[src/rtl/mem_arbiter.sv]
// mem_arbiter: two-requester (IFU, LSU) arbiter onto a single memory port.
// It tracks one outstanding transaction through IDLE -> REQ -> WAIT -> RESP.
// A tie between the two requesters is broken round-robin using last_grant.
//
// Parameters:
//   ADDR_W   address width of all address ports.
//   TIMEOUT  number of WAIT cycles before a transaction is aborted
//            (only used when MEM_ARB_TIMEOUT_EN is defined).
//
// Optional feature macro: MEM_ARB_TIMEOUT_EN
//   When defined, a transaction that stays in WAIT for TIMEOUT cycles is
//   completed with rdata 32'hDEADBEEF, and the sticky err flag is set.
//   When undefined, WAIT lasts until mem_rsp_valid arrives and err is 0.
//
// Ports:
//   clk, rst_n               clock, asynchronous active-low reset
//   ifu_req_valid/ready      IFU request handshake; ifu_addr is the read address
//   ifu_rsp_valid/ifu_rdata  IFU response pulse and read data (held between responses)
//   lsu_req_valid/ready      LSU request handshake; lsu_addr/wen/wdata/wmask
//   lsu_rsp_valid/lsu_rdata  LSU response pulse (also the write ack) and read data
//   mem_req_valid/ready      memory request handshake with mem_addr/wen/wdata/wmask
//   mem_rsp_valid/mem_rdata  memory response
//   err                      sticky timeout flag
module mem_arbiter #(
  parameter int ADDR_W  = 32,
  parameter int TIMEOUT = 255
) (
  input  logic              clk,
  input  logic              rst_n,
  // IFU
  input  logic              ifu_req_valid,
  output logic              ifu_req_ready,
  input  logic [ADDR_W-1:0] ifu_addr,
  output logic              ifu_rsp_valid,
  output logic [31:0]       ifu_rdata,
  // LSU
  input  logic              lsu_req_valid,
  output logic              lsu_req_ready,
  input  logic [ADDR_W-1:0] lsu_addr,
  input  logic              lsu_wen,
  input  logic [31:0]       lsu_wdata,
  input  logic [3:0]        lsu_wmask,
  output logic              lsu_rsp_valid,
  output logic [31:0]       lsu_rdata,
  // memory
  output logic              mem_req_valid,
  input  logic              mem_req_ready,
  output logic [ADDR_W-1:0] mem_addr,
  output logic              mem_wen,
  output logic [31:0]       mem_wdata,
  output logic [3:0]        mem_wmask,
  input  logic              mem_rsp_valid,
  input  logic [31:0]       mem_rdata,
  // status
  output logic              err
);

  typedef enum logic [1:0] {
    S_IDLE,
    S_REQ,
    S_WAIT,
    S_RESP
  } state_t;

  typedef enum logic {
    OWN_IFU,
    OWN_LSU
  } owner_t;

  state_t      state;
  owner_t      owner;
  owner_t      last_grant;

  logic        grant_ifu;
  logic        grant_lsu;
  logic        rsp_hit;
  logic        deliver;
  logic [31:0] deliver_data;

`ifdef MEM_ARB_TIMEOUT_EN
  localparam int                CNT_W     = $clog2(TIMEOUT + 1);
  localparam logic [CNT_W-1:0] WAIT_LAST = CNT_W'(TIMEOUT - 1);

  logic [CNT_W-1:0] wait_cnt;
  logic             timeout_hit;
`endif

  // Grant: a lone requester wins; on a tie the one not granted last wins.
  always_comb begin
    grant_ifu = 1'b0;
    grant_lsu = 1'b0;
    if (state == S_IDLE) begin
      grant_ifu = ifu_req_valid && (!lsu_req_valid || (last_grant == OWN_LSU));
      grant_lsu = lsu_req_valid && (!ifu_req_valid || (last_grant == OWN_IFU));
    end
  end

  assign ifu_req_ready = grant_ifu;
  assign lsu_req_ready = grant_lsu;

  // A response (real or timed out) is delivered on the WAIT -> RESP edge.
  always_comb begin
    rsp_hit      = (state == S_WAIT) && mem_rsp_valid;
    deliver      = rsp_hit;
    deliver_data = mem_rdata;
`ifdef MEM_ARB_TIMEOUT_EN
    timeout_hit  = (state == S_WAIT) && !mem_rsp_valid && (wait_cnt == WAIT_LAST);
    deliver      = rsp_hit || timeout_hit;
    if (timeout_hit) begin
      deliver_data = 32'hDEADBEEF;
    end
`endif
  end

  always_ff @(posedge clk or negedge rst_n) begin
    if (!rst_n) begin
      state         <= S_IDLE;
      owner         <= OWN_IFU;
      last_grant    <= OWN_LSU;
      mem_req_valid <= 1'b0;
      mem_addr      <= '0;
      mem_wen       <= 1'b0;
      mem_wdata     <= '0;
      mem_wmask     <= '0;
      ifu_rsp_valid <= 1'b0;
      lsu_rsp_valid <= 1'b0;
      ifu_rdata     <= '0;
      lsu_rdata     <= '0;
`ifdef MEM_ARB_TIMEOUT_EN
      wait_cnt      <= '0;
      err           <= 1'b0;
`endif
    end else begin
      ifu_rsp_valid <= 1'b0;
      lsu_rsp_valid <= 1'b0;

      case (state)
        S_IDLE: begin
          if (grant_ifu) begin
            owner         <= OWN_IFU;
            last_grant    <= OWN_IFU;
            mem_addr      <= ifu_addr;
            mem_wen       <= 1'b0;
            mem_wdata     <= '0;
            mem_wmask     <= 4'b0000;
            mem_req_valid <= 1'b1;
            state         <= S_REQ;
          end else if (grant_lsu) begin
            owner         <= OWN_LSU;
            last_grant    <= OWN_LSU;
            mem_addr      <= lsu_addr;
            mem_wen       <= lsu_wen;
            mem_wdata     <= lsu_wdata;
            mem_wmask     <= lsu_wmask;
            mem_req_valid <= 1'b1;
            state         <= S_REQ;
          end
        end

        S_REQ: begin
          if (mem_req_ready) begin
            mem_req_valid <= 1'b0;
            state         <= S_WAIT;
`ifdef MEM_ARB_TIMEOUT_EN
            wait_cnt      <= '0;
`endif
          end
        end

        S_WAIT: begin
          if (deliver) begin
            if (owner == OWN_IFU) begin
              ifu_rsp_valid <= 1'b1;
              ifu_rdata     <= deliver_data;
            end else begin
              lsu_rsp_valid <= 1'b1;
              lsu_rdata     <= deliver_data;
            end
            state <= S_RESP;
          end
`ifdef MEM_ARB_TIMEOUT_EN
          if (timeout_hit) begin
            err <= 1'b1;
          end else if (!rsp_hit) begin
            wait_cnt <= wait_cnt + CNT_W'(1);
          end
`endif
        end

        S_RESP: begin
          state <= S_IDLE;
        end

        default: begin
          state <= S_IDLE;
        end
      endcase
    end
  end

`ifndef MEM_ARB_TIMEOUT_EN
  assign err = 1'b0;
`endif

endmodule

[config.mk]
export PLATFORM = sky130hd
export DESIGN_NAME = mem_arbiter
export DESIGN_NICKNAME = d
export VERILOG_FILES = /design/src/rtl/mem_arbiter.sv
export SDC_FILE = /design/constraint.sdc
export NUM_CORES = 1
export LEC_CHECK = 0
export ABC_CLOCK_PERIOD_IN_PS = 2000
export BUFFER_PORTS_ARGS = -buffer_cell sky130_fd_sc_hd__clkbuf_2
export CORE_MARGIN = 1
export CORE_UTILIZATION = 35
export DETAILED_ROUTE_END_ITERATION = 10
export SETUP_SLACK_MARGIN = 0.05
export SKIP_LAST_GASP = 1
export SYNTH_ARGS = -nofsm -noshare
export SYNTH_HDL_FRONTEND = slang
export SYNTH_SLANG_ARGS = --single-unit
[constraint.sdc]
create_clock -name clk -period 2 [get_ports clk]
set_input_delay 0.4 -clock clk [delete_from_list [all_inputs] [get_ports clk]]
set_output_delay 0.4 -clock clk [all_outputs]
set_load 0.02 [all_outputs]
==> metrics.csv <==
stage,metric,value,unit
synthesis,synthCells,433,
die,fp-row-count,46,
synthesis,netlist.area_leader.share,0.6086,
synthesis,ys_seq_area_frac,0.6132,
grt,busiest_layer,met2,
placement,dp_hpwl,10.63,mm
grt,grt_antenna_before_repair,2,
power_and_ir_drop,irDropWorstVdd,0.6124,mV
grt,met2_usage,0.2944,
power_and_ir_drop,combPwrFrac,0.444,
power_and_ir_drop,internal_power,8.927,mW
clock_network,cts_sinks,140,
cells_and_area,fin_util,0.5155,
synthesis,syn_avg_cell_area,13.20,sq um
critical_path,start_kind,flop,
timing,drv_slew,0,
detailed_routing,finalWirelength,14.93,mm
die,die_y,129.8,um
critical_path,endpoint_kind,output pin,
job,maxCapViolations,0,
critical_path,cp_cell_sequence,inv_2 -> ha_4 -> nand2_4 -> o21a_4 -> clkbuf_8,
grt,met3_usage,0.05822,
placement,gp_congestion,0.7105,
die,io-pin-count,278,
critical_path,slowest_delay,0.39,ns
hold_path,whs_endpoint,mem_wdata[0],
critical_path,rr_worst_depth,6,
timing,tightest_slew,0.5959,ns
synthesis,yosys_warnings,0,
timing,slew_headroom,0.6027,
critical_path,crit_cells,5,
critical_path,arrival,1.49,ns
grt,met1_usage,0.2112,
detailed_routing,drt_iter0_markers,168,
detailed_routing,avgViaCountPerCell,4.781,
critical_path,rr_endpoint,state[1],
power_and_ir_drop,switching_share,0.3929,
cells_and_area,layout_commonest_cell,clkbuf_2,
grt,grt_use_total,0.1775,
critical_path,cp_slowest_cell,dfrtp_1,
cells_and_area,finalInstanceArea,8189,sq um
run_status,outcome,finished clean,
grt,grt_first_pass_wirelength,22.93,mm
detailed_routing,drt_drc_violations_left,0,
critical_path,worst-path-buf-inv,2,
power_and_ir_drop,p_total,14.70,mW
critical_path,criticalPathCategory,reg2out,
detailed_routing,dr_total_vias,4542,
power_and_ir_drop,clockPowerShare,0.217,
synthesis,synth_area_leaders,"dfrtp_1 (61%), mux2_2 (13%), a22o_1 (5.7%), or3b_1 (4.9%), a31oi_1 (3.5%)",
detailed_routing,drtAntennaViolNets,0,
timing,finalClockSkew,0.01151,ns
power_and_ir_drop,p_seq_frac,0.339,
clock_network,cts-root-buf,clkbuf_16,
detailed_routing,wl_per_cell,15.72,um
cells_and_area,fillers,1430,
cells_and_area,num-nets-final,862,
hold_path,hp-start,lsu_wdata[0],
critical_path,r2r_start,state[0],
power_and_ir_drop,cellPowerDensity,1796,nW/um^2
placement,pre_cts_slack,0.1721,ns
clock_network,cts-buffers-inserted,17,
synthesis,synth_nets,575,
critical_path,cp_max_fo,4,
cells_and_area,area_delta_synth_final,43.28,%
timing,post-route-period-util,0.9453,
timing,max_freq,528.9,MHz
timing,setup_tns,0,ns
critical_path,worstPathRequired,1.60,ns
hold_path,holdPathStages,2,
timing,worst_slack,0.1094,ns
critical_path,critPathTopFamily,flip-flops,
cells_and_area,final_cell_mix,"clkbuf_2 (273), dfrtp_1 (139), mux2_2 (65)",
cells_and_area,seqCellArea,3505,sq um
detailed_routing,dr.pass1.iters,4,
synthesis,yosysTopAreaCell,dfrtp_1,
timing,layout_min_cycle_time,1.891,ns
die,start_util,0.3598,
critical_path,r2r_setup_slack,0.16,ns
cells_and_area,multi_input_area,2032,sq um
grt,grt.overflow.total,0,
cells_and_area,drive_gt1_frac,0.5607,
synthesis,ys_types,29,
power_and_ir_drop,p_leak,4.070,nW
grt,grt_start_max_net_pins,66,
die,die_w,129.8,um
grt,grt_pass1_vias,4497,
die,fp.coreArea,15890,sq um
clock_network,clock_latency,0.42,ns
timing,hold_viol_final,0,
timing,rsz0062_at_grt,false,
hold_path,hold_path.class,in2reg,
timing,setup-violations-final,0,
die,fp.dieArea,16850,sq um
placement,port_buffers,276,
clock_network,htree_levels,4,
synthesis,synth_area,5715,sq um
power_and_ir_drop,switchingPower,5.776,mW
placement,postPlaceCellArea,7367,sq um
clock_network,path_clk_slew,0.07,ns
clock_network,cts_tree,yes,
clock_network,clockBufferDepth,2,
synthesis,synth-seq-cells,140,
## synth_stat cells (all sizes together)
cell    count
nand3b      1
or3b       32
o21ai      34
a32o        1
nand2       2
mux2       65
buf        24
nor2       34
inv         5
ha          3
conb        1
a21o        2
o21a        2
or3         1
dfrtp     139
nand3       1
a31oi      32
nor2b       2
a221oi      1
clkbuf     12
o32a        1
a22o       37
dfstp       1
## cell type report
cell class | count | share of cell area
clock inverters | 13 | 0.01895
repair buffers | 304 | 0.2141
diodes | 1 | 0.0003056
flip-flops and latches | 140 | 0.4280
clock buffers | 19 | 0.05531
multi-input cells | 252 | 0.2481
well taps | 216 | 0.03300
inverters | 5 | 0.002292
## timing repair
action / 4_1_cts / 5_1_grt
setup buffers: 9 / 2
endpoints found under the setup margin: 2 / 2
hold buffers: 1 / 0
hold endpoints to repair: 37 / 0
resized for setup: 9 / 5
gates cloned: 2 / 0
pin swaps: 2 / 1
## worst max-delay path by stage
stage / startpoint / endpoint / slack (ns)
finish: state[0] / lsu_req_ready / 0.11
global route: state[1] / lsu_req_ready / 0.05
floorplan: state[0] / ifu_req_ready / 0.23
global placement: state[0] / ifu_req_ready / 0.26
detailed placement: state[0] / mem_addr[19] / 0.17
CTS: state[1] / lsu_req_ready / 0.05
## power groups by stage
stage | Sequential, mW | Clock [mW] | Combinational [mW]
after floorplan | 6.61 | 0 | 2.42
after global placement | 4.98 | 0 | 6.10
after detailed placement | 5.02 | 0 | 6.26
after CTS | 4.99 | 3.27 | 6.55
after global routing | 5.16 | 3.41 | 7.04
final | 4.98 | 3.19 | 6.53
## routing by layer
metal	part of all wire	vias to the layer above	routed length, um
met5	0.00087	-	13
met3	0.082	21	1225
met4	0.017	2	256
met1	0.41	2167	6183
met2	0.49	194	7255
li1	-	2158	-
## cell families after synthesis
kind of cell / count (synthesis) / synth area share
other: 1 / 0.0006561
AOI/OAI and AO/OA: 110 / 0.1318
buffers and inverters: 41 / 0.03984
and+or+nand+nor: 73 / 0.07990
muxes: 65 / 0.1281
DFF: 140 / 0.6132
adders and majority gates: 3 / 0.006568
## registers in the layout, summed over array words and instances, names as in the netlist
register / cells
mem_wmask: 4
mem_req_valid: 1
lsu_rsp_valid: 1
lsu_rdata: 32
owner: 1
mem_addr: 32
mem_wen: 1
ifu_rsp_valid: 1
mem_wdata: 32
ifu_rdata: 32
state: 2
last_grant: 1
## per-stage QoR
stage / hold slack [ns] / instances
4_1_cts: 0.1780 / 947
3_5_place_dp: 0.3576 / 903
3_3_place_gp: 0.3546 / 903
5_1_grt: 0.1831 / 949
6_report: 0.1944 / 950
2_1_floorplan: 0.1044 / 433
Note: power is estimated with default switching activity, not from simulation.
